==> src/rtl/mlp_frame_driver_pkg.sv <==
// Shared types and frame geometry for the printed-MLP frame driver family.
// Frame widths live here so the bus interface and every driver variant agree.
package mlp_if_pkg;

  localparam int unsigned NUM_FEAT = 6;
  localparam int unsigned FEAT_W   = 4;
  localparam int unsigned CLS_W    = 2;
  localparam int unsigned IDX_W    = $clog2(NUM_FEAT);

  typedef enum logic [1:0] {
    ST_LOAD,
    ST_SETTLE,
    ST_RESULT
  } drv_state_t;

endpackage

==> src/rtl/mlp_frame_driver_if.sv <==
// Feature-in and class-out valid/ready channels of the frame driver.
// slave is the driver's view, master is the upstream/downstream environment.
interface mlp_frame_driver_if;
  import mlp_if_pkg::*;

  logic              s_valid;
  logic              s_ready;
  logic [FEAT_W-1:0] s_data;
  logic              s_last;
  logic              m_valid;
  logic              m_ready;
  logic [CLS_W-1:0]  m_class;

  modport slave (
    input  s_valid, s_data, s_last, m_ready,
    output s_ready, m_valid, m_class
  );

  modport master (
    output s_valid, s_data, s_last, m_ready,
    input  s_ready, m_valid, m_class
  );

endinterface

==> src/rtl/mlp_frame_driver_settle_timer.sv <==
// Loadable down-counter that reports when it has reached zero.
// Shared by every classifier variant to time the combinational settle window.
module mlp_settle_timer #(
  parameter int unsigned CNT_W = 8
) (
  input  logic             clk,
  input  logic             rst_n,
  input  logic             load,
  input  logic [CNT_W-1:0] load_val,
  input  logic             en,
  output logic             done
);

  logic [CNT_W-1:0] cnt;

  always_ff @(posedge clk or negedge rst_n) begin
    if (!rst_n) begin
      cnt <= '0;
    end else if (load) begin
      cnt <= load_val;
    end else if (en && cnt != '0) begin
      cnt <= cnt - CNT_W'(1);
    end
  end

  assign done = (cnt == '0);

endmodule

==> src/rtl/mlp_frame_driver.sv <==
// Packs feature beats into a held frame for a combinational MLP, waits for it
// to settle, then returns the captured class on a valid/ready channel.
module mlp_frame_driver
  import mlp_if_pkg::*;
#(
  parameter int unsigned SETTLE_CYC = 4,
  parameter int unsigned ERR_W      = 8
) (
  input  logic                       clk,
  input  logic                       rst_n,
  mlp_frame_driver_if.slave          bus,
  output logic [NUM_FEAT*FEAT_W-1:0] mlp_inp,
  input  logic [CLS_W-1:0]           mlp_out,
  output logic                       busy,
  output logic [ERR_W-1:0]           err_cnt
);

  localparam logic [7:0]       SETTLE_LOAD = 8'(SETTLE_CYC - 1);
  localparam logic [IDX_W-1:0] LAST_IDX    = IDX_W'(NUM_FEAT - 1);

  drv_state_t       state;
  logic [IDX_W-1:0] idx;
  logic [CLS_W-1:0] m_class_q;
  logic             beat;
  logic             last_slot;
  logic             frame_end;
  logic             settle_done;

  assign beat      = (state == ST_LOAD) && bus.s_valid;
  assign last_slot = (idx == LAST_IDX);
  assign frame_end = beat && last_slot && bus.s_last;

  // Handshake outputs decode registered state only, never an input.
  assign bus.s_ready = (state == ST_LOAD);
  assign bus.m_valid = (state == ST_RESULT);
  assign bus.m_class = m_class_q;
  assign busy        = !((state == ST_LOAD) && (idx == '0));

  mlp_settle_timer #(
    .CNT_W (8)
  ) u_timer (
    .clk      (clk),
    .rst_n    (rst_n),
    .load     (frame_end),
    .load_val (SETTLE_LOAD),
    .en       (state == ST_SETTLE),
    .done     (settle_done)
  );

  always_ff @(posedge clk or negedge rst_n) begin
    if (!rst_n) begin
      state     <= ST_LOAD;
      idx       <= '0;
      mlp_inp   <= '0;
      m_class_q <= '0;
      err_cnt   <= '0;
    end else begin
      case (state)
        ST_LOAD: begin
          if (beat) begin
            mlp_inp[FEAT_W*int'(idx) +: FEAT_W] <= bus.s_data;
            if (last_slot && bus.s_last) begin
              idx   <= '0;
              state <= ST_SETTLE;
            end else if (last_slot || bus.s_last) begin
              // Malformed frame: beat still consumed, written nibble kept.
              idx <= '0;
              if (err_cnt != '1) err_cnt <= err_cnt + ERR_W'(1);
            end else begin
              idx <= idx + IDX_W'(1);
            end
          end
        end
        ST_SETTLE: begin
          if (settle_done) begin
            m_class_q <= mlp_out;
            state     <= ST_RESULT;
          end
        end
        ST_RESULT: begin
          if (bus.m_ready) state <= ST_LOAD;
        end
        default: state <= ST_LOAD;
      endcase
    end
  end

endmodule

==> src/flat_wrapper.sv <==
// flat-port wrapper written by rule: the top's interface ports become plain ports
module mlp_frame_driver_flat import mlp_if_pkg::*;
#(
  parameter int unsigned SETTLE_CYC = 4,
  parameter int unsigned ERR_W      = 8
)
  (clk, rst_n, mlp_inp, mlp_out, busy, err_cnt, bus_s_valid, bus_s_data, bus_s_last, bus_m_ready, bus_s_ready, bus_m_valid, bus_m_class);
  mlp_frame_driver_if bus_i ();
  input  logic clk;
  input  logic rst_n;
  output logic [NUM_FEAT*FEAT_W-1:0] mlp_inp;
  input  logic [CLS_W-1:0] mlp_out;
  output logic busy;
  output logic [ERR_W-1:0] err_cnt;
  input wire logic [$bits(bus_i.s_valid)-1:0] bus_s_valid;
  input wire logic [$bits(bus_i.s_data)-1:0] bus_s_data;
  input wire logic [$bits(bus_i.s_last)-1:0] bus_s_last;
  input wire logic [$bits(bus_i.m_ready)-1:0] bus_m_ready;
  output wire logic [$bits(bus_i.s_ready)-1:0] bus_s_ready;
  output wire logic [$bits(bus_i.m_valid)-1:0] bus_m_valid;
  output wire logic [$bits(bus_i.m_class)-1:0] bus_m_class;
  assign bus_i.s_valid = bus_s_valid;
  assign bus_i.s_data = bus_s_data;
  assign bus_i.s_last = bus_s_last;
  assign bus_i.m_ready = bus_m_ready;
  assign bus_s_ready = bus_i.s_ready;
  assign bus_m_valid = bus_i.m_valid;
  assign bus_m_class = bus_i.m_class;
  mlp_frame_driver #(.SETTLE_CYC(SETTLE_CYC), .ERR_W(ERR_W)) u_core (.clk(clk), .rst_n(rst_n), .bus(bus_i), .mlp_inp(mlp_inp), .mlp_out(mlp_out), .busy(busy), .err_cnt(err_cnt));
endmodule
==> config.mk <==
export PLATFORM = sky130hd
export DESIGN_NAME = mlp_frame_driver_flat
export DESIGN_NICKNAME = d
export VERILOG_FILES = /design/src/rtl/mlp_frame_driver_pkg.sv /design/src/rtl/mlp_frame_driver_if.sv /design/src/rtl/mlp_frame_driver_settle_timer.sv /design/src/rtl/mlp_frame_driver.sv /design/src/flat_wrapper.sv
export SDC_FILE = /design/constraint.sdc
export NUM_CORES = 1
export LEC_CHECK = 0
export ABC_CLOCK_PERIOD_IN_PS = 2800
export CORE_MARGIN = 2
export CORE_UTILIZATION = 51
export CTS_CLUSTER_DIAMETER = 80
export CTS_CLUSTER_SIZE = 10
export DETAILED_ROUTE_END_ITERATION = 12
export PLACE_DENSITY = 0.79
export SKIP_CTS_REPAIR_TIMING = 1
export SYNTH_ARGS = -nofsm -noshare
export SYNTH_HDL_FRONTEND = slang
export SYNTH_HIERARCHICAL = 1
export SYNTH_SLANG_ARGS = --single-unit
==> constraint.sdc <==
create_clock -name clk -period 2.8 [get_ports clk]
set_input_delay 0.56 -clock clk [delete_from_list [all_inputs] [get_ports clk]]
set_output_delay 0.56 -clock clk [all_outputs]
set_load 0.005 [all_outputs]
Word level (Yosys, flattened, before mapping):

Cells that the tools add are included.

* bits in registers: 47
* bits of input ports: 11
* bits in read-only memories: 0
* memories kept: 0
* bits in latches: 0
* logic and storage cells: 48
* memory bits (writable): 0
* output and inout port bits: 37

* add/sub/neg operators: 4
* div/mod/pow operators: 0
* multipliers: 0
* reduce and logical (&&, ||, !) cells: 17
* magnitude comparators: 0
* shifts and indexed selects: 2
* bitwise logic cells: 1
* equality and inequality tests: 8
* mux-type cells: 10

Operators with widths (number)
* 5-bit negation with 34-bit output: 1
* 4-bit by 34-bit variable shift with 24-bit output (first input constant): 1
* 4-bit by 34-bit indexed part select with 24-bit output: 1
* 24-bit bitwise mux: 1
* 8-bit 2-to-1 mux: 2
* 8-bit by 1-bit adder with 8-bit output (second input constant): 1
* 8-bit logical NOT: 1
* 2-bit 2-to-1 mux: 4
* 8-bit inequality test (second input constant): 1
* 8-bit nonzero test: 1
* 8-bit by 1-bit subtractor with 8-bit output (second input constant): 1
* 1-bit logical AND: 6
* 3-bit 2-to-1 mux: 2
* 2-bit by 1-bit inequality test with 1-bit output (second input constant): 3
* 2-bit case mux with 3 select lines: 1
* 5-bit AND reduction: 1
* 2-bit AND reduction: 2
* 4-bit AND reduction: 1
* 3-bit by 1-bit adder with 3-bit output (second input constant): 1
* 3-bit equality test (second input constant): 1
* 3-bit logical NOT: 1
* 2-bit by 1-bit equality test with 1-bit output (second input constant): 1
* 2-bit equality test (second input constant): 1
* 2-bit logical NOT: 1
* 5 further kinds: 5

Logic depth before layout (Yosys ltp):

Gate-level depths: netlist (run 1).

* depth in word-level cells: 5
* mapped depth: 8
* gate-level depth less buffers: 7

Hierarchy:

The synthesis (run 1) kept the hierarchy.

By module, submodules not included
* mlp_frame_driver: instances 1, seq. area each 975.9 um^2, cells an instance 169, area each 1878.1 um^2
* mlp_settle_timer: instances 1, seq. area each 200.2 um^2, cells an instance 58, area each 528.0 um^2

Least setup slack after synthesis (run 1):

No wires, ideal clock.

* path type: register to register
* start: register u_core.idx[0]
* end: register u_core.mlp_inp[0]
* cell stages (with the launch flop): 7
* setup time: 0.125 ns
* path buffers: 1
* arrival: 2.125 ns
* path slack: 0.550 ns
* cells stage by stage: dfrtp_1 inv_1 ha_1 ha_1 or4_4 buf_6 mux2_4

* cells in the longest elaborated chain, start to end: 3
* elaborated cells on any way between the ends: 4
* those cells by class: add/sub: 1; shift: 2; mux: 1

Ends and longest elaborated chain
* start: declaration: RTL line mlp_frame_driver.sv:22 `logic [IDX_W-1:0] idx;`
* start signal: assignment: RTL line mlp_frame_driver.sv:70 `idx <= idx + IDX_W'(1);`
* 5-bit negation with 34-bit output (*): RTL line mlp_frame_driver.sv:61 `mlp_inp[FEAT_W*int'(idx) +: FEAT_W] <= bus.s_data;`
* 4-bit by 34-bit indexed part select with 24-bit output or 4-bit by 34-bit variable shift with 24-bit output (tied branches): RTL line mlp_frame_driver.sv:61
* 24-bit bitwise mux (*): RTL line mlp_frame_driver.sv:61
* end signal: indexed assignment: RTL line mlp_frame_driver.sv:61
* end: declaration: RTL line mlp_frame_driver.sv:12 `output logic [NUM_FEAT*FEAT_W-1:0] mlp_inp,`

Every way passes the cells marked *; elsewhere a longest branch is shown, timed or not.
A chain may end at the register's enable or synchronous reset.

Worst setup path after layout (run 1):

* start: register u_core.idx[0]
* end: output port busy

* cells in the longest elaborated chain, start to end: 3

Ends and longest elaborated chain
* 3-bit logical NOT: RTL line mlp_frame_driver.sv:37 `assign busy = !((state == ST_LOAD) && (idx == '0));`
* 1-bit logical AND: RTL line mlp_frame_driver.sv:37
* 1-bit logical NOT: RTL line mlp_frame_driver.sv:37
* end: declaration: RTL line flat_wrapper.sv:13 `output logic busy;`

No other way between the ends.

==> summary.txt, run 1 <==
Run status
  – Status: finished clean

STA
  – TNS Setup: 0 ns
  – Pins Over Slew Limit: 0
  – # setup viols final: 0
  – Final worst setup slack: 0.1627 ns
  – Hold Violations, Final: 0
  – Worst clock skew: 0.003962 ns
  – RSZ-0062 raised after global routing: false
  – Slew of the pin with the lowest slew margin: 0.6861 ns
  – Final min period: 2.637 ns
  – Crit share post-route: 94.19%
  – Max Freq: 0.3792 GHz
  – Slew Limit Headroom: 53.84%

Floorplanning
  – Initial Util: 54.14%
  – Core Rows: 24
  – Io pins: 48
  – Die area: 5283 um2
  – Die Y: 72.69 um
  – Floorplan core area: 4444 um2
  – Die width: 72.69 um

Worst setup path
  – Crit path launch type: flip-flop
  – FF-to-FF setup slack: 0.40 ns
  – Critical path class: reg -> out
  – CP max FO: 11
  – Crit path DAT: 2.08 ns
  – Critical path capture point type: output pin
  – Worst EP required: 2.24 ns

Synthesis
  – Post-synthesis sequential area ratio: 48.88%
  – Post-Syn Area: 2406 um2
  – Post-Synth XOR/XNOR Area: 1.456%
  – Mux cell area share after synthesis: 9.048%
  – Ys flop type: dfrtp_1
  – Post-Syn Instances: 227
  – Synth Area in Compound Gates: 11.54%
  – Synth top cells by count: 47 x dfrtp_1, 28 x nand2_1, 14 x mux2_2, 13 x o21ai_0, 11 x nor2_1
  – Yosys cell types: 54
  – Cell accounting for the most synthesized area: dfrtp_1
  – Largest family of logic cells by synthesized area: simple AND/OR/NAND/NOR gates
  – Syn Area/Cell: 10.60 um2
  – Fraction of the mapped netlist area in simple logic gates: 21.48%
  – Yosys reg bits: 47
  – Most common cell in the synthesized netlist: dfrtp_1
  – Top post-synthesis cells by area: dfrtp_1 49%, mux2_2 6.6%, ha_1 5.2%, nand2_1 4.4%, o21ai_0 2.7%
  – Ys async rst share: 100.0%
  – Post-synth top area share: 48.88%
  – Post-Synth Adder-Cell Area: 5.200%
  – Number of flops mapped to enable cells by yosys: 0
  – YS warnings: 6

CTS
  – Htree depth: 2
  – CTS root buffer: clkbuf_8
  – Clock Tree Buf Depth: 2
  – CTS clk-pin slew, worst paths: 0.08 ns
  – Worst skew pair latency: 0.29 ns
  – CTS tree: built
  – Num Clock Sinks: 47
  – CTS Buf Count: 5

Route
  – Post-DRT Antenna Nets: 0
  – Total Routed Length: 5.045 mm
  – Post-route DRC: 0
  – TritonRoute pass-1 iters: 4
  – Wirelength per Cell: 14.84 um
  – Iter 0 DRT Violations: 111
  – Via Count: 1933
  – Via density: 5.685

Final layout
  – Layout cell share with drive strength beyond 1: 12.85%
  – Fillers: 349
  – Nets@finish: 308
  – Diodes inserted: 0
  – Area Growth Syn to Fin: 28.76%

Hold path
  – Min-Delay Path Class: in -> async

Flow run
  – MaxCap Viol Count: 0

Placement
  – GPL Wtd Cong: 0.9145
  – HPWL Detailed: 3.671 mm
  – IO Port Bufs: 47
  – Dpl ws: 0.4382 ns

GRT
  – First-pass GRT wire length: 8.576 mm
  – Largest net degree at the start of global routing: 26
  – Initial antenna violation count: 0
  – Vias in the first global route: 1876
  – GRT Residual Overflow: 0
  – Gr usage total: 20.69%

Power and ir drop
  – Leak: 1.354 nW
  – Max IR drop VDD: 0.6402 mV
  – Total power: 2.992 mW
  – Power density cells: 965.9 nW/um2
-- cell type report --
cell class              count  area [um2]  share of cell area, %
clock inverters             2       60.06                  1.939
inverters                   7       26.28                 0.8481
clock buffers               6       72.57                  2.342
multi-input cells         175        1202                  38.81
flip-flops and latches     47        1176                  37.96
repair buffers             51       495.5                  15.99
well taps                  52       65.06                  2.100
-- critical path: stages, from the launching register on --
cell,delay (ns)
dfrtp_1,0.54
inv_1,0.17
ha_1,0.26
ha_1,0.20
nand2_1,0.09
clkdlybuf4s50_1,0.52
-- power by group --
part / switching (mW) / internal, mW
Clock: 0.220 / 0.357
Combinational: 0.574 / 0.716
Sequential: 0.221 / 0.904
-- registers in the layout, summed over array words and instances, names as in the netlist --
register,count
u_core/idx,3
u_core/err_cnt,8
u_core/u_timer/cnt,8
u_core/mlp_inp,24
u_core/state,2
u_core/bus.m_class,2
-- per-stage QoR --
stage | hold slack, ns | utilization, % | cells | cell area (um2)
after global routing | 0.2649 | 69.71 | 340 | 3098
after global placement | 0.4621 | 66.72 | 332 | 2965
after detailed placement | 0.4743 | 66.72 | 332 | 2965
after floorplan | 0.2644 | - | 233 | 2429
after CTS | 0.2397 | 69.71 | 340 | 3098
final | 0.2297 | 69.71 | 340 | 3098
-- metal layers --
metal	part of all wire [%]	up-vias	track usage, %
met5	0	-	0
met4	0.50	0	5.556
met3	5.5	2	4.834
met2	49	67	33.33
met1	45	924	28.25
li1	-	940	-
-- layout by cell type, fill, tap and decap left out, types with 8 or more instances in the layout --
cell	n
nand2_1	28
conb_1	8
nor3_1	8
nand3_1	10
o21ai_0	13
dfrtp_1	47
nor2_1	11
ha_1	10
mux2_2	14
clkdlybuf4s50_1	46
-- kinds of logic after synthesis --
family / after synthesis
flops: 47
other cells: 2
compound gates: 40
buf+inv: 11
simple gates: 95
mux: 18
fa+ha+maj: 10
xor+xnor: 4
-- worst paths after layout --
path,from,depth (start not counted),to
max,u_core/idx[0]$_DFFE_PN0P_,5,busy
min,rst_n,1,u_core/mlp_inp[17]$_DFFE_PN0P_
max in group asynchronous,rst_n,2,u_core/err_cnt[5]$_DFFE_PN0P_
min reg2reg,u_core/mlp_inp[9]$_DFFE_PN0P_,2,u_core/mlp_inp[9]$_DFFE_PN0P_
min in group clk,u_core/mlp_inp[9]$_DFFE_PN0P_,2,u_core/mlp_inp[9]$_DFFE_PN0P_
max reg2reg,u_core/idx[0]$_DFFE_PN0P_,5,u_core/mlp_inp[1]$_DFFE_PN0P_
(Power assumes the default switching activity.)
==> inputs of run 2 (changes only) <==
--- a/config.mk
+++ b/config.mk
@@ -5,15 +5,14 @@
 export SDC_FILE = /design/constraint.sdc
 export NUM_CORES = 1
 export LEC_CHECK = 0
-export ABC_CLOCK_PERIOD_IN_PS = 2800
+export ABC_CLOCK_PERIOD_IN_PS = 2400
 export CORE_MARGIN = 2
-export CORE_UTILIZATION = 51
+export CORE_UTILIZATION = 46
 export CTS_CLUSTER_DIAMETER = 80
 export CTS_CLUSTER_SIZE = 10
 export DETAILED_ROUTE_END_ITERATION = 12
-export PLACE_DENSITY = 0.79
+export PLACE_DENSITY = 0.77
 export SKIP_CTS_REPAIR_TIMING = 1
 export SYNTH_ARGS = -nofsm -noshare
 export SYNTH_HDL_FRONTEND = slang
-export SYNTH_HIERARCHICAL = 1
 export SYNTH_SLANG_ARGS = --single-unit
==> constraint.sdc (replaced) <==
create_clock -name clk -period 2.4 [get_ports clk]
set_input_delay 0.48 -clock clk [delete_from_list [all_inputs] [get_ports clk]]
set_output_delay 0.48 -clock clk [all_outputs]
set_load 0.005 [all_outputs]
==> run 2 against run 1 <==
Effect of this change:
- synthesized cell count shrank 5.3%
- clock power is 11% lower
- critical path depth is the same
- worst setup slack worse by 0.054 ns
- power is 6.9% higher
- core utilization shrank 7.3 points
- clock-buffer cell count rose by 2
- global-route usage fell by 3.1 points
- die area is 6.6% higher
- sequential cell count unchanged
- largest cell class is now flip-flops and latches
==> summary.txt, run 2 <==
Synthesis
  – Post-synthesis sequential area ratio: 50.67% (+1.8 points)
  – Post-Syn Instances: 215 (-5.3%)
  – Syn Area/Cell: 10.80 um2 (+1.8%)
  – YS warnings: 0 (-6)
  – Number of flops mapped to enable cells by yosys: 0 (unchanged)
  – Ys async rst share: 100.0% (unchanged)
  – Most common cell in the synthesized netlist: dfrtp_1
  – Top post-synthesis cells by area: dfrtp_1 51%, mux2_2 7.8%, nand2_1 5.8%, ha_1 5.4%, xor2_1 4.2%
  – Yosys cell types: 38 (-30%)
  – Post-Syn Area: 2321 um2 (-3.5%)
  – Cell accounting for the most synthesized area: dfrtp_1
  – Ys flop type: dfrtp_1
  – Synthesized Nets: 236
  – Synth top cells by count: 47 x dfrtp_1, 36 x nand2_1, 16 x mux2_2, 12 x o21ai_0
  – Yosys reg bits: 47 (unchanged)
  – Post-synth top area share: 50.67% (+1.8 points)

Route
  – Post-route DRC: 0 (unchanged)
  – Iter 0 DRT Violations: 130 (+17%)
  – Post-DRT Antenna Nets: 0 (unchanged)
  – Via Count: 1745 (-9.7%)
  – TritonRoute pass-1 iters: 4 (unchanged)
  – Total Routed Length: 4.624 mm (-8.3%)
  – Via density: 5.147 (-9.5%)
  – Wirelength per Cell: 13.64 um (-8.1%)

Hold path
  – Min-Delay Path Class: in -> async

Final layout
  – Top flop regs: u_core.mlp_inp: 24 flops, u_core.err_cnt: 8 flops, u_core.u_timer.cnt: 8 flops
  – Layout cell share with drive strength beyond 1: 15.44% (+2.6 points)
  – Diodes inserted: 0 (unchanged)
  – Largest register FFs: 24 (unchanged)
  – Commonest cells after routing, fill and taps aside: 46 x clkdlybuf4s50_1, 46 x dfrtp_1, 36 x nand2_1
  – Largest register by flop count: u_core.mlp_inp
  – Cell area after layout: 2988 um2 (-3.6%)
  – Non-Filler Instances: 339 (-0.29%)
  – Nets@finish: 292 (-5.2%)
  – Area Growth Syn to Fin: 28.73% (about the same)

CTS
  – CTS Buf Count: 5 (unchanged)
  – Num Clock Sinks: 47 (unchanged)
  – CTS clk-pin slew, worst paths: 0.08 ns (about the same)
  – Clock Tree Buf Depth: 2 (unchanged)
  – CTS tree: built
  – CTS root buffer: clkbuf_8
  – Worst skew pair latency: 0.29 ns (about the same)
  – Htree depth: 2 (unchanged)

STA
  – RSZ-0062 raised after global routing: false
  – Slew Limit Headroom: 67.90% (+14 points)
  – Max Freq: 0.4364 GHz
  – Worst hold slack: 0.1543 ns (-0.07544 ns)
  – Hold Violations, Final: 0 (unchanged)
  – Crit share post-route: 95.48%
  – TNS Setup: 0 ns (unchanged)
  – Pins Over Slew Limit: 0 (unchanged)
  – Slew of the pin with the lowest slew margin: 0.4748 ns (-0.2113 ns)
  – Final min period: 2.292 ns
  – Worst clock skew: 0.002372 ns (-0.001590 ns)
  – # setup viols final: 0 (unchanged)

Flow run
  – MaxCap Viol Count: 0 (unchanged)

GRT
  – Largest net degree at the start of global routing: 27 (+3.8%)
  – Gr usage total: 17.64% (-3.1 points)
  – Met1 GRT Util: 24.09% (-4.2 points)
  – GR Util met3: 4.418% (-0.42 points)
  – Gr busiest metal: met2
  – Met2 usage: 27.88% (-5.5 points)
  – GRT Residual Overflow: 0 (unchanged)
  – Initial antenna violation count: 0 (unchanged)
  – Vias in the first global route: 1630 (-13%)
  – First-pass GRT wire length: 7.548 mm (-12%)

Power and ir drop
  – Leak: 1.303 nW (-3.7%)
  – Total power: 3.197 mW (+6.9%)
  – Max IR drop VDD: 0.5672 mV (-11%)
  – Power density cells: 1070 nW/um2 (+11%)

Worst setup path
  – Critical path capture point type: output pin
  – Worst EP required: 1.92 ns (-0.32 ns)
  – Crit-path slowest cell: clkdlybuf4s50_1
  – Crit path DAT: 1.81 ns (-0.27 ns)
  – WP buf/inv: 2 (unchanged)
  – CP most frequent cell: ha_1
  – Max incr delay on CP: 0.51 ns (-0.03 ns)
  – CP top delay family: buffers and inverters
  – CP max FO: 5 (-6)
  – Critical path class: reg -> out
  – Cells along the critical path: inv_1 -> ha_1 -> ha_1 -> nand2_1 -> clkdlybuf4s50_1
  – Crit path launch type: flip-flop

Placement
  – GPL Wtd Cong: 0.8032 (-12%)
  – HPWL Detailed: 3.443 mm (-6.2%)
  – Placed cell count: 329 (-0.90%)
  – IO Port Bufs: 47 (unchanged)
  – Placed Instance Area: 2872 um2 (-3.2%)

Floorplanning
  – Die area: 5630 um2 (+6.6%)
  – Die width: 75.03 um (+3.2%)
  – Io pins: 48 (unchanged)
  – Die Y: 75.03 um (+3.2%)
  – Floorplan core area: 4786 um2 (+7.7%)
  – Core Rows: 25 (+4.2%)
  – Initial Util: 48.50% (-5.6 points)

Run status
  – Status: finished clean
run 2: cell count changes after synthesis, moves of 3 or more:
| cell | before | now |
|---|---|---|
| and2_1 | 3 | 0 |
| mux2_4 | 4 | 0 |
| nor2b_1 | 4 | 1 |
| nand3_1 | 10 | 3 |
| nor4b_1 | 0 | 3 |
| o211ai_1 | 1 | 4 |
| nor3b_1 | 6 | 2 |
| xor2_1 | 4 | 11 |
| a21oi_1 | 4 | 0 |
| nand2_1 | 28 | 36 |
run 2: path summary, 6_finish.rpt:
path / from / slack, ns / cells after the start / endpoint
worst max-delay path: u_core.idx[1]$_DFFE_PN0P_ / 0.11 / 5 / busy
worst min-delay path: rst_n / 0.15 / 2 / u_core.mlp_inp[21]$_DFFE_PN0P_
worst max register to register: u_core.idx[1]$_DFFE_PN0P_ / 0.46 / 6 / u_core.mlp_inp[1]$_DFFE_PN0P_
worst min register to register: u_core.mlp_inp[9]$_DFFE_PN0P_ / 0.48 / 2 / u_core.mlp_inp[9]$_DFFE_PN0P_
max in group asynchronous: rst_n / 1.97 / 2 / u_core.err_cnt[2]$_DFFE_PN0P_
min in group clk: u_core.mlp_inp[9]$_DFFE_PN0P_ / 0.48 / 2 / u_core.mlp_inp[9]$_DFFE_PN0P_
run 2: cell type report:
class                   instances  area, um2
multi-input cells             154       1067
flip-flops and latches         47       1177
fillers                       392       1798
inverters                       7      26.28
repair buffers                 56      533.0
well taps                      67      83.83
clock buffers                   8      100.1
run 2: stage by stage:
| stage | setup slack (ns) | utilization [%] |
|---|---|---|
| final | 0.1084 | 62.43 |
| after global routing | 0.01513 | 62.43 |
| after CTS | 0.05200 | 62.09 |
| after detailed placement | 0.3638 | 60.00 |
| after global placement | 0.3932 | 60.00 |
| after floorplan | 0.3101 | - |
run 2: cells by family (layout without fill, tap and decap cells):
family,count (synthesis),after routing,share of synthesized area [%]
xor+xnor,12,12,4.528
compound gates,24,24,6.739
buf+inv,14,71,3.343
fa+ha+maj,10,10,5.391
mux,17,17,8.194
simple gates,91,91,21.13
flops,47,47,50.67
run 2: per-layer routing:
| metal | wire length, um | vias to the layer above |
|---|---|---|
| li1 | - | 872 |
| met1 | 2061 | 821 |
| met2 | 2258 | 46 |
| met3 | 264 | 6 |
| met4 | 40 | 0 |
| met5 | 0 | - |
run 2: worst reg2reg max path, stage by stage, from the launching register on:
cell and delay, ns:
dfrtp_2 0.41, inv_1 0.07, ha_1 0.20, ha_1 0.41, nor4b_4 0.32, nand2_2 0.13
mux2_2 0.28
run 2: power by group:
| group | switching, mW | leakage (nW) | internal (mW) | total [mW] |
|---|---|---|---|---|
| Sequential | 0.221 | 0.599 | 1.05 | 1.27 |
| Combinational | 0.638 | 0.653 | 0.776 | 1.41 |
| Clock | 0.252 | 0.0515 | 0.263 | 0.515 |
==> inputs of run 3 (changes only) <==
--- a/config.mk
+++ b/config.mk
@@ -6,12 +6,13 @@
 export NUM_CORES = 1
 export LEC_CHECK = 0
 export ABC_CLOCK_PERIOD_IN_PS = 2400
+export CAP_MARGIN = 20
 export CORE_MARGIN = 2
-export CORE_UTILIZATION = 46
+export CORE_UTILIZATION = 45
 export CTS_CLUSTER_DIAMETER = 80
 export CTS_CLUSTER_SIZE = 10
 export DETAILED_ROUTE_END_ITERATION = 12
-export PLACE_DENSITY = 0.77
+export PLACE_DENSITY = 0.75
 export SKIP_CTS_REPAIR_TIMING = 1
 export SYNTH_ARGS = -nofsm -noshare
 export SYNTH_HDL_FRONTEND = slang
==> run 3 against run 2 <==
Effect of this change:
- clock skew up 0.00094 ns
- sequential share of layout area grew 0.59 points
- register-to-register slack worse by 0.19 ns
- global-route usage fell by 0.13 points
- power fell by 2.4%
- core utilization decreased by 4.0 points
- first-iteration DRC count down 34%
==> summary.txt, run 3 (synthesized netlist as in run 2, its figures left out) <==
Run status
  – Status: finished clean

CTS
  – CTS tree: built
  – CTS root buffer: clkbuf_8
  – Num Clock Sinks: 47 (unchanged)
  – CTS clk-pin slew, worst paths: 0.08 ns (about the same)
  – Clock Tree Buf Depth: 2 (unchanged)
  – Htree depth: 2 (unchanged)
  – Worst skew pair latency: 0.29 ns (about the same)
  – CTS Buf Count: 5 (unchanged)

Flow run
  – MaxCap Viol Count: 0 (unchanged)

STA
  – Hold Violations, Final: 0 (unchanged)
  – Worst clock skew: 0.003308 ns (+0.0009365 ns)
  – Final min period: 2.230 ns (-0.06128 ns)
  – Slew Limit Headroom: 52.41% (-15 points)
  – Pins Over Slew Limit: 0 (unchanged)
  – # setup viols final: 0 (unchanged)
  – Worst hold slack: 0.2581 ns (+0.1038 ns)
  – Slew of the pin with the lowest slew margin: 0.7039 ns (+0.2291 ns)
  – TNS Setup: 0 ns (unchanged)
  – RSZ-0062 raised after global routing: false
  – Crit share post-route: 92.93% (-2.6 points)
  – Max Freq: 0.4484 GHz (+2.7%)

Final layout
  – Area Growth Syn to Fin: 26.85%
  – Layout cell share with drive strength beyond 1: 14.29% (-1.2 points)
  – Largest register by flop count: u_core.mlp_inp
  – Fillers: 477 (+22%)
  – Top flop regs: u_core.mlp_inp: 24 flops, u_core.err_cnt: 8 flops, u_core.u_timer.cnt: 8 flops
  – Largest register FFs: 24 (unchanged)
  – Diodes inserted: 0 (unchanged)
  – Cell area after layout: 2944 um2 (-1.5%)
  – Nets@finish: 287 (-1.7%)
  – Commonest cells after routing, fill and taps aside: 46 x clkdlybuf4s50_1, 46 x dfrtp_1, 36 x nand2_1

GRT
  – GRT Residual Overflow: 0 (unchanged)
  – Vias in the first global route: 1710 (+4.9%)
  – Initial antenna violation count: 0 (unchanged)
  – Gr usage total: 17.51% (-0.13 points)
  – First-pass GRT wire length: 7.734 mm (+2.5%)
  – Largest net degree at the start of global routing: 48 (+78%)

Route
  – Post-DRT Antenna Nets: 0 (unchanged)
  – Wirelength per Cell: 13.54 um (-0.74%)
  – Via density: 5.253 (+2.0%)
  – Total Routed Length: 4.549 mm (-1.6%)
  – Via Count: 1765 (+1.1%)
  – Iter 0 DRT Violations: 86 (-34%)
  – Post-route DRC: 0 (unchanged)
  – TritonRoute pass-1 iters: 4 (unchanged)

Floorplanning
  – Floorplan core area: 5042 um2 (+5.4%)
  – Die Y: 75.82 um (+1.0%)
  – Io pins: 48 (unchanged)
  – Initial Util: 46.03% (-2.5 points)
  – Die width: 75.82 um (+1.0%)
  – Die area: 5748 um2 (+2.1%)
  – Core Rows: 26 (+4.0%)

Worst setup path
  – CP max FO: 6 (+1)
  – Cells along the critical path: inv_1 -> ha_1 -> ha_2 -> nand2_1 -> clkdlybuf4s50_1
  – CP top delay family: buffers and inverters
  – Critical path class: reg -> out
  – Crit path launch type: flip-flop
  – RR Startpoint: u_core.idx[1]$_DFFE_PN0P_
  – Max incr delay on CP: 0.50 ns (about the same)
  – Crit path DAT: 1.75 ns (-0.06 ns)
  – Critical path capture point type: output pin
  – Worst r2r path cells: 6 (unchanged)
  – Worst EP required: 1.92 ns (about the same)
  – Crit-path slowest cell: clkdlybuf4s50_1
  – Reg-to-reg endpoint: u_core.mlp_inp[17]$_DFFE_PN0P_
  – FF-to-FF setup slack: 0.27 ns (-0.19 ns)
  – WP buf/inv: 2 (unchanged)

Power and ir drop
  – Max IR drop VDD: 0.5298 mV (-6.6%)
  – Clock Power Share: 15.4% (-0.7 points)
  – Combinational Power Share: 44.0% (-0.2 points)
  – Sequential share of power: 40.7% (+1.1 points)
  – Leak: 1.272 nW (-2.4%)
  – Sw power: 1.102 mW (-0.83%)
  – Sw frac: 35.33% (+0.57 points)
  – Power density cells: 1060 nW/um2 (-0.96%)
  – Internal Power: 2.018 mW (-3.3%)

Placement
  – Placed Instance Area: 2853 um2 (-0.65%)
  – GPL Wtd Cong: 0.8160 (+1.6%)
  – IO Port Bufs: 47 (unchanged)
  – HPWL Detailed: 3.329 mm (-3.3%)

Hold path
  – Min-Delay Path Class: in -> async
==> run 3: cell count changes in the layout (fill, tap and decap cells not counted) <==
| cell | previous run | this run |
|---|---|---|
| clkinv_2 | 0 | 1 |
| clkbuf_1 | 1 | 0 |
| buf_4 | 9 | 4 |
| ha_1 | 10 | 9 |
| ha_2 | 0 | 1 |
| clkbuf_8 | 7 | 6 |
==> run 3: cell type report <==
type	count	area, um2	area share, %
clock buffers	6	82.58	2.805
clock inverters	1	5.005	0.1700
inverters	7	26.28	0.8925
multi-input cells	154	1070	36.34
flip-flops and latches	47	1177	39.99
well taps	70	87.58	2.975
repair buffers	51	495.5	16.83
==> run 3: per-layer routing <==
metal  global-route usage (%)  wire (um)
met3                    4.630        237
met4                    3.899         13
met2                    29.31       2134
met5                        0          0
met1                    22.84       2163
==> run 3: metrics by stage <==
step                total power, mW  util [%]  instances  setup slack (ns)
finish                        3.120     58.39        336            0.1697
global route                  3.378     58.39        336           0.04767
CTS                           3.147     58.31        336           0.06474
detailed placement            2.659     56.58        329            0.2665
global placement              2.611     56.58        329            0.3256
floorplan                     2.095         -        215            0.3101
==> run 3: worst max-delay path by stage <==
stage / from / endpoint / slack (ns) / cells past startpoint
2_1_floorplan: u_core.idx[0]$_DFFE_PN0P_ / u_core.mlp_inp[20]$_DFFE_PN0P_ / 0.31 / 7
5_1_grt: u_core.idx[1]$_DFFE_PN0P_ / u_core.mlp_inp[17]$_DFFE_PN0P_ / 0.05 / 6
6_report: u_core.idx[1]$_DFFE_PN0P_ / busy / 0.17 / 5
3_3_place_gp: bus_s_valid / u_core.mlp_inp[6]$_DFFE_PN0P_ / 0.33 / 5
4_1_cts: u_core.idx[1]$_DFFE_PN0P_ / busy / 0.06 / 5
3_5_place_dp: u_core.idx[1]$_DFFE_PN0P_ / u_core.mlp_inp[17]$_DFFE_PN0P_ / 0.27 / 6
==> run 3: power by group through the flow <==
stage / logic [mW] / clock network [mW] / registers (mW)
after floorplan: 0.838 / 0 / 1.26
after global placement: 1.34 / 0 / 1.27
after detailed placement: 1.37 / 0 / 1.29
after CTS: 1.39 / 0.493 / 1.27
after global routing: 1.54 / 0.521 / 1.31
final: 1.37 / 0.479 / 1.27
